==> src/rtl/run_monitor_pkg.sv <==
// Shared types and constants for the run monitor.
// State encoding, saturating increment, default completion marker.
package run_monitor_pkg;

    typedef enum logic [1:0] {
        IDLE    = 2'd0,
        RUN     = 2'd1,
        DONE    = 2'd2,
        TIMEOUT = 2'd3
    } state_t;

    localparam int DEF_DONE_REG   = 1;
    localparam int DEF_DONE_VALUE = 1;

    // Works on a 64-bit carrier; w selects the live width (1..64).
    function automatic logic [63:0] sat_inc(
        input logic [63:0] v,
        input int unsigned w
    );
        logic [63:0] top;
        top = {64{1'b1}} >> (64 - w);
        return (v >= top) ? top : v + 64'd1;
    endfunction

endpackage

==> src/rtl/run_monitor_sat_counter.sv <==
// Saturating up-counter with synchronous clear.
// Holds at all-ones instead of wrapping.
module sat_counter
    import run_monitor_pkg::*;
#(
    parameter int W = 32
) (
    input  logic         clk,
    input  logic         rst,
    input  logic         clr,
    input  logic         inc,
    output logic [W-1:0] q
);

    logic [W-1:0] nxt;

    assign nxt = W'(sat_inc(64'(q), W));

    always_ff @(posedge clk) begin
        if (rst || clr) begin
            q <= '0;
        end else if (inc) begin
            q <= nxt;
        end
    end

endmodule

==> src/rtl/run_monitor.sv <==
// Run monitor: snoops regfile writes, detects completion, freezes results.
// Define RUN_MONITOR_TIMEOUT_EN to add the cycle-limit TIMEOUT exit.
module run_monitor
    import run_monitor_pkg::*;
#(
    parameter int DATA_W      = 32,
    parameter int ADDR_W      = 5,
    parameter int DONE_REG    = DEF_DONE_REG,
    parameter int DONE_VALUE  = DEF_DONE_VALUE,
    parameter int RES_BASE    = 2,
    parameter int NUM_RES     = 2,
    parameter int CNT_W       = 32,
    parameter int TIMEOUT_CYC = 100000
) (
    input  logic                      clk,
    input  logic                      rst,
    input  logic                      start,
    input  logic                      wr_en,
    input  logic [ADDR_W-1:0]         wr_addr,
    input  logic [DATA_W-1:0]         wr_data,
    input  logic                      retire,
    output logic                      busy,
    output logic                      done,
    output logic                      timeout,
    output logic [NUM_RES*DATA_W-1:0] result,
    output logic [CNT_W-1:0]          cycle_count,
    output logic [CNT_W-1:0]          instr_count
);

    state_t state;
    state_t nxt_state;

    logic in_run;
    logic arm;
    logic fin;
    logic snoop;
    int   idx;

    logic [NUM_RES-1:0][DATA_W-1:0] shadow;

    assign in_run = (state == RUN);
    assign arm    = start && !in_run;
    assign fin    = in_run && wr_en
                 && (wr_addr == ADDR_W'(DONE_REG))
                 && (wr_data == DATA_W'(DONE_VALUE));
    assign idx    = int'(wr_addr) - RES_BASE;
    // x0 is hardwired zero, so a write to it never reaches a slot.
    assign snoop  = in_run && wr_en && (wr_addr != '0)
                 && (idx >= 0) && (idx < NUM_RES);

`ifdef RUN_MONITOR_TIMEOUT_EN
    localparam logic [63:0] CMAX = {64{1'b1}} >> (64 - CNT_W);
    localparam bit TO_OK = (TIMEOUT_CYC >= 1)
                        && (64'(TIMEOUT_CYC - 1) < CMAX);

    logic to_hit;
    // Fires in the RUN cycle whose increment lands on the limit.
    assign to_hit = TO_OK && in_run
                 && (cycle_count == CNT_W'(TIMEOUT_CYC - 1));
`endif

    always_ff @(posedge clk) begin
        if (rst) begin
            state <= IDLE;
        end else begin
            state <= nxt_state;
        end
    end

    always_comb begin
        nxt_state = state;
        unique case (state)
            IDLE: begin
                if (start) nxt_state = RUN;
            end
            RUN: begin
                if (fin) begin
                    nxt_state = DONE;
                end
`ifdef RUN_MONITOR_TIMEOUT_EN
                else if (to_hit) begin
                    nxt_state = TIMEOUT;
                end
`endif
            end
            DONE, TIMEOUT: begin
                if (start) nxt_state = RUN;
            end
            default: nxt_state = IDLE;
        endcase
    end

    always_comb begin
        busy = (state == RUN);
        done = (state == DONE);
`ifdef RUN_MONITOR_TIMEOUT_EN
        timeout = (state == TIMEOUT);
`else
        timeout = 1'b0;
`endif
    end

    always_ff @(posedge clk) begin
        if (rst || arm) begin
            shadow <= '0;
        end else if (snoop) begin
            for (int k = 0; k < NUM_RES; k++) begin
                if (idx == k) shadow[k] <= wr_data;
            end
        end
    end

    assign result = shadow;

    sat_counter #(.W(CNT_W)) u_cyc (
        .clk (clk),
        .rst (rst),
        .clr (arm),
        .inc (in_run),
        .q   (cycle_count)
    );

    sat_counter #(.W(CNT_W)) u_ins (
        .clk (clk),
        .rst (rst),
        .clr (arm),
        .inc (in_run && retire),
        .q   (instr_count)
    );

endmodule

==> config.mk <==
export PLATFORM = sky130hd
export DESIGN_NAME = run_monitor
export DESIGN_NICKNAME = d
export VERILOG_FILES = /design/src/rtl/run_monitor_pkg.sv /design/src/rtl/run_monitor_sat_counter.sv /design/src/rtl/run_monitor.sv
export SDC_FILE = /design/constraint.sdc
export NUM_CORES = 1
export LEC_CHECK = 0
export ABC_AREA = 1
export CAP_MARGIN = 15
export CORE_MARGIN = 2
export CORE_UTILIZATION = 35
export CTS_CLUSTER_SIZE = 16
export DETAILED_ROUTE_END_ITERATION = 8
export PLACE_DENSITY = 0.69
export SLEW_MARGIN = 10
export SYNTH_ARGS = -nofsm -noshare
export SYNTH_HDL_FRONTEND = slang
export SYNTH_SLANG_ARGS = --single-unit
==> constraint.sdc <==
create_clock -name clk -period 2.1 [get_ports clk]
set_clock_uncertainty 0.2 [all_clocks]
set_input_delay 0.525 -clock clk [delete_from_list [all_inputs] [get_ports clk]]
set_output_delay 0.525 -clock clk [all_outputs]
set_load 0.02 [all_outputs]
==> results of run 1 <==
[logic make-up (layout without fill, tap and decap cells)]
group | Yosys count | in the layout | synth area share
xor+xnor | 24 | 24 | 0.0318
other cells | 1 | 1 | 0.000567
fa+ha+maj | 3 | 3 | 0.00567
compound gates | 96 | 96 | 0.0770
simple gates | 603 | 603 | 0.391
buf+inv | 164 | 414 | 0.101
flops | 130 | 130 | 0.393
[synth_stat cells, types with 4 or more instances]
| cell | n | area (um^2) |
|---|---|---|
| a21oi_1 | 74 | 370 |
| a31oi_1 | 4 | 25.0 |
| buf_1 | 7 | 26.3 |
| buf_2 | 14 | 70.1 |
| buf_6 | 4 | 45.0 |
| clkbuf_1 | 14 | 52.6 |
| dfxtp_1 | 130 | 2600 |
| inv_1 | 122 | 458 |
| nand2_1 | 269 | 1010 |
| nand3_1 | 70 | 350 |
| nand3_2 | 4 | 40.0 |
| nand3b_1 | 6 | 45.0 |
| nand4_1 | 53 | 332 |
| nor2_1 | 180 | 676 |
| nor2_2 | 4 | 25.0 |
| nor3_1 | 12 | 60.1 |
| o21ai_0 | 12 | 60.1 |
| o21bai_1 | 4 | 30.0 |
| xnor2_1 | 14 | 123 |
| xor2_1 | 10 | 87.6 |
[critical path, stage by stage, from the launching register on]
cell and delay (ns):
dfxtp_1 0.31, buf_4 0.14, nor2_1 0.14, clkdlybuf4s15_2 0.28
[area by class of cell]
class / instances / area [um^2] / area share
Multi-Input combinational cell: 727 / 3370 / 0.350
Clock inverter: 15 / 170 / 0.0177
Clock buffer: 17 / 425 / 0.0442
Inverter: 124 / 465 / 0.0483
Timing Repair Buffer: 258 / 2310 / 0.239
Sequential cell: 130 / 2600 / 0.270
Tap cell: 234 / 293 / 0.0304
[worst paths after layout]
| check | startpoint | endpoint | slack (ns) | cells past startpoint |
|---|---|---|---|---|
| worst max-delay path | state[0]$_SDFFE_PP0P_ | done | 0.09 | 3 |
| worst min-delay path | result[60]$_SDFFE_PP0P_ | result[60]$_SDFFE_PP0P_ | 0.25 | 2 |
| worst max register to register | state[0]$_SDFFE_PP0P_ | u_cyc.q[30]$_SDFFE_PP0P_ | 0.17 | 10 |
| worst min register to register | result[60]$_SDFFE_PP0P_ | result[60]$_SDFFE_PP0P_ | 0.25 | 2 |
[power by group through the flow]
stage	Clock [W]	Sequential [W]	Combinational, W
2_1_floorplan	0	0.00255	0.000127
3_3_place_gp	0	0.00254	0.000396
3_5_place_dp	0	0.00254	0.000396
4_1_cts	0.00309	0.00248	0.000392
5_1_grt	0.00320	0.00248	0.000426
6_report	0.00302	0.00248	0.000396
[through the flow]
step | instance area, um^2 | worst slack, ns | setup TNS, ns | total power (W)
floorplan | 6620 | 0.0893 | 0 | 0.00268
global placement | 9100 | -0.361 | -27.48 | 0.00293
detailed placement | 9100 | -0.431 | -31.65 | 0.00293
CTS | 9550 | 0.00114 | 0 | 0.00597
global route | 9630 | -0.00766 | -0.00766 | 0.00610
finish | 9630 | 0.0916 | 0 | 0.00590
[state kept, by name, indices dropped and copies added, names as in the netlist]
signal and flops:
u_cyc.q 32, u_ins.q 32, state 2, result 64
[metal layers]
metal  wire length [um]  share of wire  vias to the layer above  track usage
met5                  0              0                        -            0
met4                556          0.026                        0       0.0816
met3               1080          0.052                       34       0.0429
met2               9870           0.47                      200        0.332
met1               9480           0.45                     3331        0.259
li1                   -              -                     3733            -
[repair_timing]
action / in CTS / in global routing
setup endpoints to repair: 128 / 69
buffers inserted: 0 / 1
resized for setup: 133 / 14
pin swaps: 0 / 4
endpoints found under the hold margin: 0 / 0
cloned: 0 / 3
==> summary.txt, run 1 <==
Die
  • Die ar.: between 20000 and 25000 um^2
  • Starting Density: 0.355
  • Core area: around 19000 um^2
  • Die Ht: between 100 and 150 um
  • Die X-Extent: approximately 140 um
  • Rows: 50
  • Ports: 173

Routing
  • Final ANT Viol Nets: 0
  • Drt pass-1 iters: 5
  • DRT Wirelength: approximately 21000 um
  • 1st-iter DRT viols: about 390
  • Drt via density: around 4.8
  • Routed len/inst: between 10 and 15 um
  • Via Count: approximately 7300
  • Post-route DRC violation count: 0

Global route
  • Global-route wire length before repair: approximately 33000 um
  • Gr ovfl total: 0
  • Total Routing Usage GR: 0.202
  • Largest net degree at the start of global routing: 65
  • Vias in the first global route: between 6000 and 7000
  • Initial antenna violation count: 0

Critical path
  • Critical path class: flop to output port
  • WP data required: roughly 1.4 ns
  • Arr. time, crit path: roughly 1.3 ns
  • Worst setup SP type: flop
  • Maximum fanout along the worst path: 3
  • Crit end category: output port

Pwr
  • PD cells: just over 600 nW/um^2
  • Clock power frac: 0.512
  • Power Internal: about 0.0044 W
  • Switch share: 0.247
  • Maximum vdd drop: 535 uV
  • Gate power share: 0.067
  • Switching power: between 0.001 and 0.0015 W
  • LEAKAGE: between 4 and 5 nW
  • Share of power burned in registers: 0.421

Clocking
  • Clk slew on worst S/H paths: around 0.060 ns
  • Hold_buf cts: 0
  • CTS HTree Levels: 4
  • CTS tree: built
  • Clock sinks: 130
  • Worst-skew pair later-pin latency: ~0.42 ns
  • Total CTS buffers: 17
  • Clock Path Buffers: 2
  • Clk Tree Root Cell: clkbuf_16

Finish
  • Fin nets: between 1000 and 1500
  • Commonest cells after routing, fill and taps aside: 269 x nand2_1, 176 x nor2_1, 130 x dfxtp_1, 126 x dlygate4sd2_1, 120 x inv_1
  • Area grow syn2layout: 45.6%
  • # diodes: 0
  • Most common cell after layout, fill and taps aside: nand2_1
  • Layout cell share with drive strength beyond 1: 0.112
  • Post-layout util: 0.517
  • Fill cells: around 1900
  • Non-Filler Instances: about 1500

Hold path
  • Class of the worst hold path: flop to flop

Synthesis
  • Synth Net Count: ~1100
  • Synth Warn #: 0
  • Ys flop type: dfxtp_1
  • Synth Instances: 1021
  • FF+latch count, synth: 130
  • Post-synth EDFFs: 0
  • Mapped Area: around 6600 um^2
  • Post-synth cell types: 30
  • Synth async-reset ratio: 0
  • Syn_area_per_cell: around 6.5 um^2
  • Post-synthesis sequential area ratio: 0.393

Job
  • MaxCap Viol Count: 0

Place
  • Port Buf Inserts: 171
  • Hpwl dp: 15200 um
  • Cell count after placement: around 1500
  • GP Congestion: 0.903

STA
  • Fin crit share: 0.956
  • Final min period: between 2 and 2.5 ns
  • Final slew viol count: 0
  • Final Hold Slack: 0.255 ns
  • Fin. Hold Viols: 0
  • Final setup violation count: 0
  • Peak Freq: 498 MHz

Run status
  • Outcome: finished clean
No activity file was read; power rests on OpenSTA's default activity.
==> run 2, diff against run 1 <==
--- a/config.mk
+++ b/config.mk
@@ -7,12 +7,11 @@
 export LEC_CHECK = 0
 export ABC_AREA = 1
 export CAP_MARGIN = 15
-export CORE_MARGIN = 2
 export CORE_UTILIZATION = 35
 export CTS_CLUSTER_SIZE = 16
 export DETAILED_ROUTE_END_ITERATION = 8
 export PLACE_DENSITY = 0.69
-export SLEW_MARGIN = 10
+export SLEW_MARGIN = 20
 export SYNTH_ARGS = -nofsm -noshare
 export SYNTH_HDL_FRONTEND = slang
 export SYNTH_SLANG_ARGS = --single-unit
==> run 2 against run 1 <==
Utilization up 1.1 points. Non-clock buffer count down 4. Register-to-register slack worse by 0.07 ns. Critical path type unchanged. Critical endpoint is now result[51]. Highest routed layer unchanged.
==> summary.txt, run 2 (synthesized netlist as in run 1, its figures left out) <==
Critical path
  • Reg2reg end: result[29]$_SDFFE_PP0P_
  • CP Cell Sequence: clkdlybuf4s50_1
  • Max stage delay on crit path: 0.62 ns (+0.31 ns)
  • CP top delay family: buffers and inverters
  • Reg2reg setup slack: 0.10 ns (-0.07 ns)
  • Reg2reg start: state[0]$_SDFFE_PP0P_
  • Arr. time, crit path: 1.35 ns (+0.07 ns)
  • Worst R2R Path Depth: 10 (unchanged)
  • WP data required: 1.37 ns (about the same)
  • CP Buf/Inv Count: 1 (-1)
  • Worst setup SP type: flop
  • Critical path's slowest cell: clkdlybuf4s50_1
  • Maximum fanout along the worst path: 2 (-1)
  • Crit end category: output port
  • Critical path class: flop to output port

STA
  • Peak Freq: 482 MHz (-3.3%)
  • Final min period: 2.08 ns (+0.0683 ns)
  • Final Hold Slack: 0.255 ns (+0.000282 ns)
  • Final slew viol count: 0 (unchanged)
  • Setup TNS: 0 ns (unchanged)
  • RSZ-0062 raised after global routing: yes
  • Fin crit share: 0.989 (+0.0325)
  • Fin. Hold Viols: 0 (unchanged)
  • Final setup violation count: 0 (unchanged)

Finish
  • Area grow syn2layout: 45.7% (about the same)
  • Commonest cells after routing, fill and taps aside: 268 x nand2_1, 173 x nor2_1, 129 x dfxtp_1, 122 x dlygate4sd2_1, 119 x inv_1
  • Most common cell after layout, fill and taps aside: nand2_1
  • Fin nets: 1299 (-0.31%)
  • Fill cells: 1826 (-2.9%)
  • Reg area: 2600 um^2 (about the same)
  • Layout cell share with drive strength beyond 1: 0.111 (-0.000261)
  • Largest register FFs: 64 (unchanged)
  • Multi-input gate area: 3390 um^2 (+0.74%)
  • # diodes: 0 (unchanged)

Routing
  • Post-route DRC violation count: 0 (unchanged)
  • Drt via density: 4.87 (+0.53%)
  • DRT Wirelength: 21000 um (+0.17%)
  • Via Count: 7283 (-0.21%)
  • Routed len/inst: 14.1 um (+0.91%)
  • Final ANT Viol Nets: 0 (unchanged)
  • Drt pass-1 iters: 5 (unchanged)
  • 1st-iter DRT viols: 455 (+18%)

Clocking
  • Clk slew on worst S/H paths: 0.05 ns (about the same)
  • Clock Path Buffers: 2 (unchanged)
  • CTS HTree Levels: 4 (unchanged)
  • Worst-skew pair later-pin latency: 0.42 ns (about the same)
  • CTS tree: built
  • Clock sinks: 130 (unchanged)
  • Total CTS buffers: 17 (unchanged)
  • Clk Tree Root Cell: clkbuf_16

Job
  • MaxCap Viol Count: 0 (unchanged)

Global route
  • Largest net degree at the start of global routing: 42 (-35%)
  • Vias in the first global route: 6850 (+4.9%)
  • Global-route wire length before repair: 33900 um (+4.1%)
  • Gr ovfl total: 0 (unchanged)
  • Initial antenna violation count: 0 (unchanged)
  • Total Routing Usage GR: 0.219 (+0.0169)

Pwr
  • Clock power frac: 0.503 (-0.009)
  • Gate power share: 0.067 (about the same)
  • Share of power burned in registers: 0.430 (+0.009)
  • PD cells: 599 nW/um^2 (-2.2%)
  • LEAKAGE: 4.76 nW (+1.3%)
  • Maximum vdd drop: 534 uV (-0.35%)
  • Switching power: 0.00133 W (-8.5%)
  • Switch share: 0.231 (-0.0161)
  • Power Internal: 0.00444 W (about the same)

Place
  • Port Buf Inserts: 171 (unchanged)
  • GP Congestion: 0.930 (+3.0%)
  • Hpwl dp: 15100 um (-1.1%)

Die
  • Starting Density: 0.362 (+0.00724)
  • Core area: 18300 um^2 (-2.0%)
  • Ports: 173 (unchanged)
  • Die ar.: 19500 um^2 (-2.8%)
  • Rows: 49 (-2.0%)
  • Die X-Extent: 139 um (-1.4%)
  • Die Ht: 139 um (-1.4%)

Hold path
  • Hold endpoint: result[33]$_SDFFE_PP0P_
  • Class of the worst hold path: flop to flop
  • Min-delay src: result[33]$_SDFFE_PP0P_
  • Min-Delay Path Depth: 2 (unchanged)

Run status
  • Outcome: finished clean
run 2: how the worst max path moves through the flow:
stage,cells after the start,end,start,slack (ns)
finish,1,result[51],result[51]$_SDFFE_PP0P_,0.02
global route,11,result[0]$_SDFFE_PP0P_,state[0]$_SDFFE_PP0P_,-0.06
CTS,1,result[38],result[38]$_SDFFE_PP0P_,0.0005
detailed placement,10,result[23]$_SDFFE_PP0P_,wr_addr[1],-0.51
global placement,10,result[0]$_SDFFE_PP0P_,wr_addr[1],-0.40
floorplan,10,u_cyc.q[16]$_SDFFE_PP0P_,u_cyc.q[0]$_SDFFE_PP0P_,0.09
run 2: final cells by class:
class	count	share of cell area
inverter	124	0.0483
multi-input combinational	727	0.352
clock buffer	20	0.0474
clock inverter	10	0.0116
timing repair buffer	254	0.241
sequential	130	0.270
tap	229	0.0297
run 2: metrics by stage:
stage | cell area (um^2) | power (W) | utilization | setup slack [ns] | cells
finish | 9640 | 0.00577 | 0.527 | 0.0233 | 1494
global route | 9640 | 0.00596 | 0.527 | -0.0607 | 1494
CTS | 9570 | 0.00583 | 0.524 | 0.000544 | 1493
detailed placement | 9010 | 0.00292 | 0.493 | -0.512 | 1457
global placement | 9010 | 0.00292 | 0.493 | -0.395 | 1457
floorplan | 6620 | 0.00268 | - | 0.0893 | 1021
run 2: power groups by stage:
stage | combinational, W | clock, W | sequential (W)
final | 0.000387 | 0.00290 | 0.00248
after global routing | 0.000416 | 0.00307 | 0.00248
after CTS | 0.000386 | 0.00296 | 0.00248
after detailed placement | 0.000383 | 0 | 0.00254
after global placement | 0.000381 | 0 | 0.00254
after floorplan | 0.000127 | 0 | 0.00255
run 2: metal layers:
metal,GRT usage,share of wire,up-vias
met5,0,0,-
met4,0.0977,0.026,0
met3,0.0475,0.055,39
met2,0.361,0.47,205
met1,0.273,0.45,3326
li1,-,-,3713
run 2: what timing repair did:
item | CTS | global route
hold buffers | 0 | 0
pin swaps | 2 | 1
gates cloned | 3 | 0
gates resized for setup | 137 | 20
buffers inserted | 3 | 1
endpoints found under the setup margin | 175 | 74
